$ cat config.mk
export PLATFORM = sky130hd
export DESIGN_NAME = prob_pulse_encoder
export DESIGN_NICKNAME = d
export VERILOG_FILES = /design/src/rtl/prob_pulse_encoder_pkg.sv /design/src/rtl/prob_pulse_encoder_cmag2.sv /design/src/rtl/prob_pulse_encoder.sv
export SDC_FILE = /design/constraint.sdc
export NUM_CORES = 2
export LEC_CHECK = 0
export ABC_CLOCK_PERIOD_IN_PS = 7900
export CORE_UTILIZATION = 50
export CTS_BUF_LIST = sky130_fd_sc_hd__clkbuf_16
export CTS_CLUSTER_DIAMETER = 40
export DETAILED_ROUTE_END_ITERATION = 6
export DONT_BUFFER_PORTS = 1
export GPL_TIMING_DRIVEN = 0
export SLEW_MARGIN = 10
export SYNTH_ARGS = -nofsm -noshare
export SYNTH_HDL_FRONTEND = slang
export SYNTH_SLANG_ARGS = --single-unit
$ cat constraint.sdc
create_clock -name clk -period 7.9 [get_ports clk]
set_clock_uncertainty 0.2 [all_clocks]
set_input_delay 1.58 -clock clk [delete_from_list [all_inputs] [get_ports clk]]
set_output_delay 1.58 -clock clk [all_outputs]
set_load 0.005 [all_outputs]
$ cat src/rtl/prob_pulse_encoder_pkg.sv
// Shared definitions for the probability pulse encoder: Q15 constants and FSM states.
package prob_pulse_encoder_pkg;

  localparam int DW      = 17;
  localparam int FRAC    = 15;
  localparam int Q15_ONE = 32768;

  typedef enum logic [2:0] {
    IDLE,
    LOAD,
    WAIT,
    GAP,
    PULSE,
    TAIL
  } state_e;

endpackage

$ cat src/rtl/prob_pulse_encoder_cmag2.sv
// Combinational |a|^2 of a signed Q2.15 complex sample, clamped to 1.0 with a saturation flag.
module cmag2
  import prob_pulse_encoder_pkg::*;
#(
  parameter int AW = DW
) (
  input  logic signed [AW-1:0] re,
  input  logic signed [AW-1:0] im,
  output logic        [AW+1:0] p,
  output logic                 sat
);

  localparam logic [AW+1:0] ONE = (AW+2)'(Q15_ONE);

  logic signed [2*AW-1:0] re_sq;
  logic signed [2*AW-1:0] im_sq;
  logic        [AW+1:0]   re_term;
  logic        [AW+1:0]   im_term;
  logic        [AW+1:0]   sum;

  // Each square is rescaled back to Q15 and truncated, then the sum is clamped at 1.0
  always_comb begin
    re_sq   = re * re;
    im_sq   = im * im;
    re_term = (AW+2)'(re_sq >>> FRAC);
    im_term = (AW+2)'(im_sq >>> FRAC);
    sum     = re_term + im_term;
    sat     = (sum > ONE);
    p       = sat ? ONE : sum;
  end

endmodule

$ cat src/rtl/prob_pulse_encoder.sv
// Loads a frame of complex amplitudes, converts each to a pulse width, and plays a gap/pulse train on sq.
module prob_pulse_encoder #(
  parameter int          NSTATES    = 8,
  parameter int          DW         = prob_pulse_encoder_pkg::DW,
  parameter int          CW         = 32,
  parameter int unsigned GAP_CYC    = 5500000,
  parameter int unsigned PULSE_FULL = 2500000,
  parameter int unsigned TAIL_CYC   = 11000000,
  localparam int         IW         = $clog2(NSTATES)
) (
  input  logic                 clk,
  input  logic                 rst_n,
  input  logic                 amp_valid,
  output logic                 amp_ready,
  input  logic signed [DW-1:0] amp_re,
  input  logic signed [DW-1:0] amp_im,
  input  logic                 repeat_en,
  input  logic                 abort,
  output logic                 sq,
  output logic                 busy,
  output logic [IW-1:0]        cur_idx,
  output logic                 frame_done,
  output logic                 sat
);

  import prob_pulse_encoder_pkg::*;

  localparam logic [IW-1:0] LAST_IDX  = IW'(NSTATES - 1);
  localparam logic [CW-1:0] GAP_LAST  = CW'(GAP_CYC - 1);
  localparam logic [CW-1:0] TAIL_LAST = CW'(TAIL_CYC - 1);
  localparam int            PW        = CW + DW + 2;

  state_e          state;
  state_e          state_next;
  logic [CW-1:0]   cnt;
  logic [CW-1:0]   cnt_next;
  logic [IW-1:0]   idx;
  logic [IW-1:0]   idx_next;
  logic [IW-1:0]   load_idx;
  logic [IW-1:0]   load_next;
  logic [CW-1:0]   wbuf [NSTATES];
  logic [CW-1:0]   cur_w;
  logic            accept;
  logic            done_now;
  logic [DW+1:0]   p_comb;
  logic            sat_comb;
  logic [DW+1:0]   p_reg;
  logic [IW-1:0]   p_idx;
  logic            p_valid;
  logic [PW-1:0]   prod;
  logic [CW-1:0]   w_new;

  cmag2 #(
    .AW  (DW)
  ) u_cmag2 (
    .re  (amp_re),
    .im  (amp_im),
    .p   (p_comb),
    .sat (sat_comb)
  );

  assign accept     = amp_valid & amp_ready & ~abort;
  assign cur_w      = wbuf[idx];
  assign cur_idx    = idx;
  assign frame_done = done_now;

  // Width scaling for the beat captured on the previous edge
  always_comb begin
    prod  = PW'(p_reg) * PW'(PULSE_FULL);
    w_new = CW'(prod >> FRAC);
  end

  // First pipeline stage: hold the clamped probability and its destination index
  always_ff @(posedge clk or negedge rst_n) begin
    if (!rst_n) begin
      p_valid <= 1'b0;
      p_reg   <= '0;
      p_idx   <= '0;
    end else begin
      p_valid <= accept;
      if (accept) begin
        p_reg <= p_comb;
        p_idx <= load_idx;
      end
    end
  end

  // Width buffer write, one edge after the handshake; contents need no reset
  always_ff @(posedge clk) begin
    if (p_valid) begin
      wbuf[p_idx] <= w_new;
    end
  end

  // Saturation flag restarts on the first beat of each frame and accumulates over the rest
  always_ff @(posedge clk or negedge rst_n) begin
    if (!rst_n) begin
      sat <= 1'b0;
    end else if (accept) begin
      sat <= (state == IDLE) ? sat_comb : (sat | sat_comb);
    end
  end

  // Next-state logic: loading, then walking the gap/pulse sequence and the tail
  always_comb begin
    state_next = state;
    cnt_next   = cnt + CW'(1);
    idx_next   = idx;
    load_next  = load_idx;
    done_now   = 1'b0;
    if (abort) begin
      state_next = IDLE;
      cnt_next   = '0;
      idx_next   = '0;
      load_next  = '0;
    end else begin
      case (state)
        IDLE: begin
          cnt_next = '0;
          if (accept) begin
            state_next = LOAD;
            load_next  = IW'(1);
          end
        end
        LOAD: begin
          cnt_next = '0;
          if (accept) begin
            if (load_idx == LAST_IDX) begin
              state_next = WAIT;
              load_next  = '0;
            end else begin
              load_next = load_idx + IW'(1);
            end
          end
        end
        WAIT: begin
          state_next = GAP;
          cnt_next   = '0;
          idx_next   = '0;
        end
        GAP: begin
          if (cnt == GAP_LAST) begin
            cnt_next = '0;
            if (cur_w != '0) begin
              state_next = PULSE;
            end else if (idx == LAST_IDX) begin
              state_next = TAIL;
            end else begin
              idx_next = idx + IW'(1);
            end
          end
        end
        PULSE: begin
          if (cnt == cur_w - CW'(1)) begin
            cnt_next = '0;
            if (idx == LAST_IDX) begin
              state_next = TAIL;
            end else begin
              state_next = GAP;
              idx_next   = idx + IW'(1);
            end
          end
        end
        TAIL: begin
          if (cnt == TAIL_LAST) begin
            done_now   = 1'b1;
            cnt_next   = '0;
            idx_next   = '0;
            state_next = repeat_en ? GAP : IDLE;
          end
        end
        default: begin
          state_next = IDLE;
          cnt_next   = '0;
          idx_next   = '0;
          load_next  = '0;
        end
      endcase
    end
  end

  // State, counters and registered outputs; sq/busy/ready follow the next state so they never glitch
  always_ff @(posedge clk or negedge rst_n) begin
    if (!rst_n) begin
      state     <= IDLE;
      cnt       <= '0;
      idx       <= '0;
      load_idx  <= '0;
      sq        <= 1'b0;
      busy      <= 1'b0;
      amp_ready <= 1'b0;
    end else begin
      state     <= state_next;
      cnt       <= cnt_next;
      idx       <= idx_next;
      load_idx  <= load_next;
      sq        <= (state_next == PULSE);
      busy      <= (state_next != IDLE) && (state_next != LOAD);
      amp_ready <= (state_next == IDLE) || (state_next == LOAD);
    end
  end

endmodule

==> impl_metrics.csv <==
group,metric,value,unit
sta,hold_viol_final,0,
final_layout,largest_register_ffs,208,
synthesis,yosys_warnings,0,
global_route,grt_start_max_net_pins,69,
worst_setup_path,max_stage_delay,0.57,ns
clock_tree,postCtsHoldBufs,0,
synthesis,syn_avg_cell_area,10.5,sq um
worst_setup_path,regToRegSetupSlack,0.49,ns
worst_setup_path,critPathSlowestCell,"fa_1",
sta,rsz0062_at_grt,"yes",
routing,top_layer_used,"met4",
worst_setup_path,cp_top_family,"adder cells",
clock_tree,h-tree-depth,2,
routing,totalWireLength,87000,um
synthesis,yosysMostFrequentCell,"inv_1",
routing,dr_wl_met3,3450,um
worst_setup_path,cp-start-kind,"input pin",
min_path,hp-class,"reg2reg",
routing,dr.pass1.iters,6,
global_route,grt_antenna_before_repair,0,
sta,period_share,120,%
clock_tree,cts.clk_slew.worst_paths,0.05,ns
final_layout,drive_gt1_share,11.4,%
worst_setup_path,crit_type,"in2reg",
sta,slew_viol_final,0,
run,cap_violations,0,
status,status,"finished with violations",
final_layout,post-route-util,56.3,%
worst_setup_path,critical_path.endpoint,"p_reg[14]",
die,ios,47,
routing,first_iter_violations,1282,
synthesis,synth_top_area_share,33.2,%
die,fp.coreArea,74400,sq um
sta,fmax,106,MHz
clock_tree,tritoncts,"done",
sta,min_period,9.46,ns
worst_setup_path,cp.depth,34,
synthesis,ys_seq_area_share,21.1,%
synthesis,synth_edf_count,208,
die,fp.dieH,276,um
worst_setup_path,arrival,9.67,ns
routing,m1WireLength,36700,um
synthesis,syn-num-nets,4603,
synthesis,synthTopCellsByCount,"inv_1, fa_1, ha_1, nand2_1, edfxtp_1",
worst_setup_path,required,8.11,ns
final_layout,area_growth,11.4,%
place,post-place-ws,-3.62,ns
place,portBuffers,0,
routing,drtAntennaViolNets,0,
worst_setup_path,worstPathMaxFanout,11,
worst_setup_path,cp-startpoint,"amp_re[2]",
synthesis,synth_seq_cells,276,
worst_setup_path,worstReg2RegStart,"p_reg[13]",
place,hpwlAfterDp,71100,um
final_layout,num-nets-final,4717,
global_route,overflow,0,
clock_tree,cts.sinks,276,
place,gp_congestion,0.888,
routing,drc_errors,0,
synthesis,ys.flop_type,"edfxtp_1",
synthesis,async_reset_ff_share,24.6,%
die,initial_core_util,50.5,%
clock_tree,cts_inserted_buffers,38,
sta,slew_headroom,26.2,%
die,die_w,276,um
clock_tree,clk_latency,0.53,ns
sta,worst_slack,-1.56,ns
routing,wl_per_cell,18.6,um
routing,vias,24600,
die,dieArea,76400,sq um
global_route,grt_pass1_wl,143000,um
global_route,track_usage,23.8,%
synthesis,synth_cell_types,81,
final_layout,diodes,0,
sta,finalSetupViolations,17,
worst_setup_path,crit_top_cell,"fa_1",
worst_setup_path,worst-path-buf-inv,9,
sta,tightest_slew,1.10,ns
worst_setup_path,cp-end-kind,"register",
synthesis,synth_area_leaders,"fa_1, edfxtp_1, ha_1, inv_1, dfrtp_1",
clock_tree,ctsLongestPathBuffers,3,
status,violations,"negative setup slack",
synthesis,synthCells,3573,
routing,detail_route.vias_per_cell,5.26,
place,detailed_place.area,39300,sq um
worst_setup_path,r2r_end,"wbuf[4][21]",
clock_tree,cts-root-buf,"clkbuf_16",
worst_setup_path,r2r_cells,21,
routing,wl_met2,44700,um
synthesis,yosysTopAreaCell,"fa_1",
final_layout,final_design_area_no_fill,41900,sq um
global_route,grt_pass1_vias,27100,
synthesis,synthesis.area,37600,sq um
die,rows,100,
timing repair:
action	in CTS	in global routing
pin swaps	50	60
gates cloned	2	2
setup endpoints to repair	17	57
gates resized for setup	138	93
setup buffers	38	20
cell type report:
| class | instances | area (sq um) |
|---|---|---|
| Buffer | 85 | 726 |
| Fill cell | 6491 | 32500 |
| Clock buffer | 39 | 976 |
| Timing Repair Buffer | 74 | 709 |
| Multi-Input combinational cell | 2313 | 26600 |
| Inverter | 899 | 3380 |
| Tap cell | 969 | 1210 |
| Sequential cell | 276 | 7950 |
| Clock inverter | 30 | 315 |
worst min-delay path by stage:
stage               startpoint       end  slack [ns]  depth (start not counted)
floorplan             p_idx[2]  p_idx[2]        0.26                          2
global placement      p_idx[2]  p_idx[2]        0.29                          2
detailed placement    p_idx[2]  p_idx[2]        0.30                          2
CTS                   p_idx[2]  p_idx[2]        0.31                          2
global route          p_idx[2]  p_idx[2]        0.33                          2
finish                p_idx[2]  p_idx[2]        0.31                          2
through the flow:
| stage | hold slack (ns) | setup TNS (ns) | cells |
|---|---|---|---|
| floorplan | 0.259 | -26.46 | 3573 |
| global placement | 0.292 | -59.81 | 4542 |
| detailed placement | 0.298 | -60.26 | 4554 |
| CTS | 0.309 | -25.54 | 4663 |
| global route | 0.331 | -31.78 | 4685 |
| finish | 0.311 | -25.64 | 4685 |
metal layers:
| metal | up-vias | GRT usage, % |
|---|---|---|
| li1 | 11500 | - |
| met1 | 12500 | 30.8 |
| met2 | 506 | 42.9 |
| met3 | 121 | 2.24 |
| met4 | 0 | 5.94 |
| met5 | - | 0 |
worst min-delay path, cell delays in order, from the launching register on:
cell and delay (ns):
dfrtp_1 0.37, nand2_1 0.06, nand2_1 0.06
layout by cell type, fill, tap and decap left out, types with 68 or more instances in the layout:
master | Yosys | layout
nor3_1 | 74 | 69
dfrtp_1 | 68 | 68
ha_1 | 367 | 355
inv_1 | 897 | 890
xnor2_1 | 104 | 99
nand2_1 | 239 | 219
buf_4 | 5 | 69
fa_1 | 624 | 607
edfxtp_1 | 208 | 208
nor2_1 | 181 | 170
and2_1 | 103 | 98
cell families (layout without fill, tap and decap cells):
family	after synthesis	count (layout)	synth area share [%]
adder cells (fa/ha/maj)	991	991	45.4
buffers and inverters	984	1127	9.99
AND/OR/NAND/NOR	794	794	10.4
flip-flops	276	276	21.1
AO/OA/AOI/OAI	273	273	5.04
XOR/XNOR	167	167	3.96
multiplexers	88	88	4.06
Power is left out: the tool's default activity adds up to more than one toggle a clock period on the data nets, which glitch-free logic cannot reach.
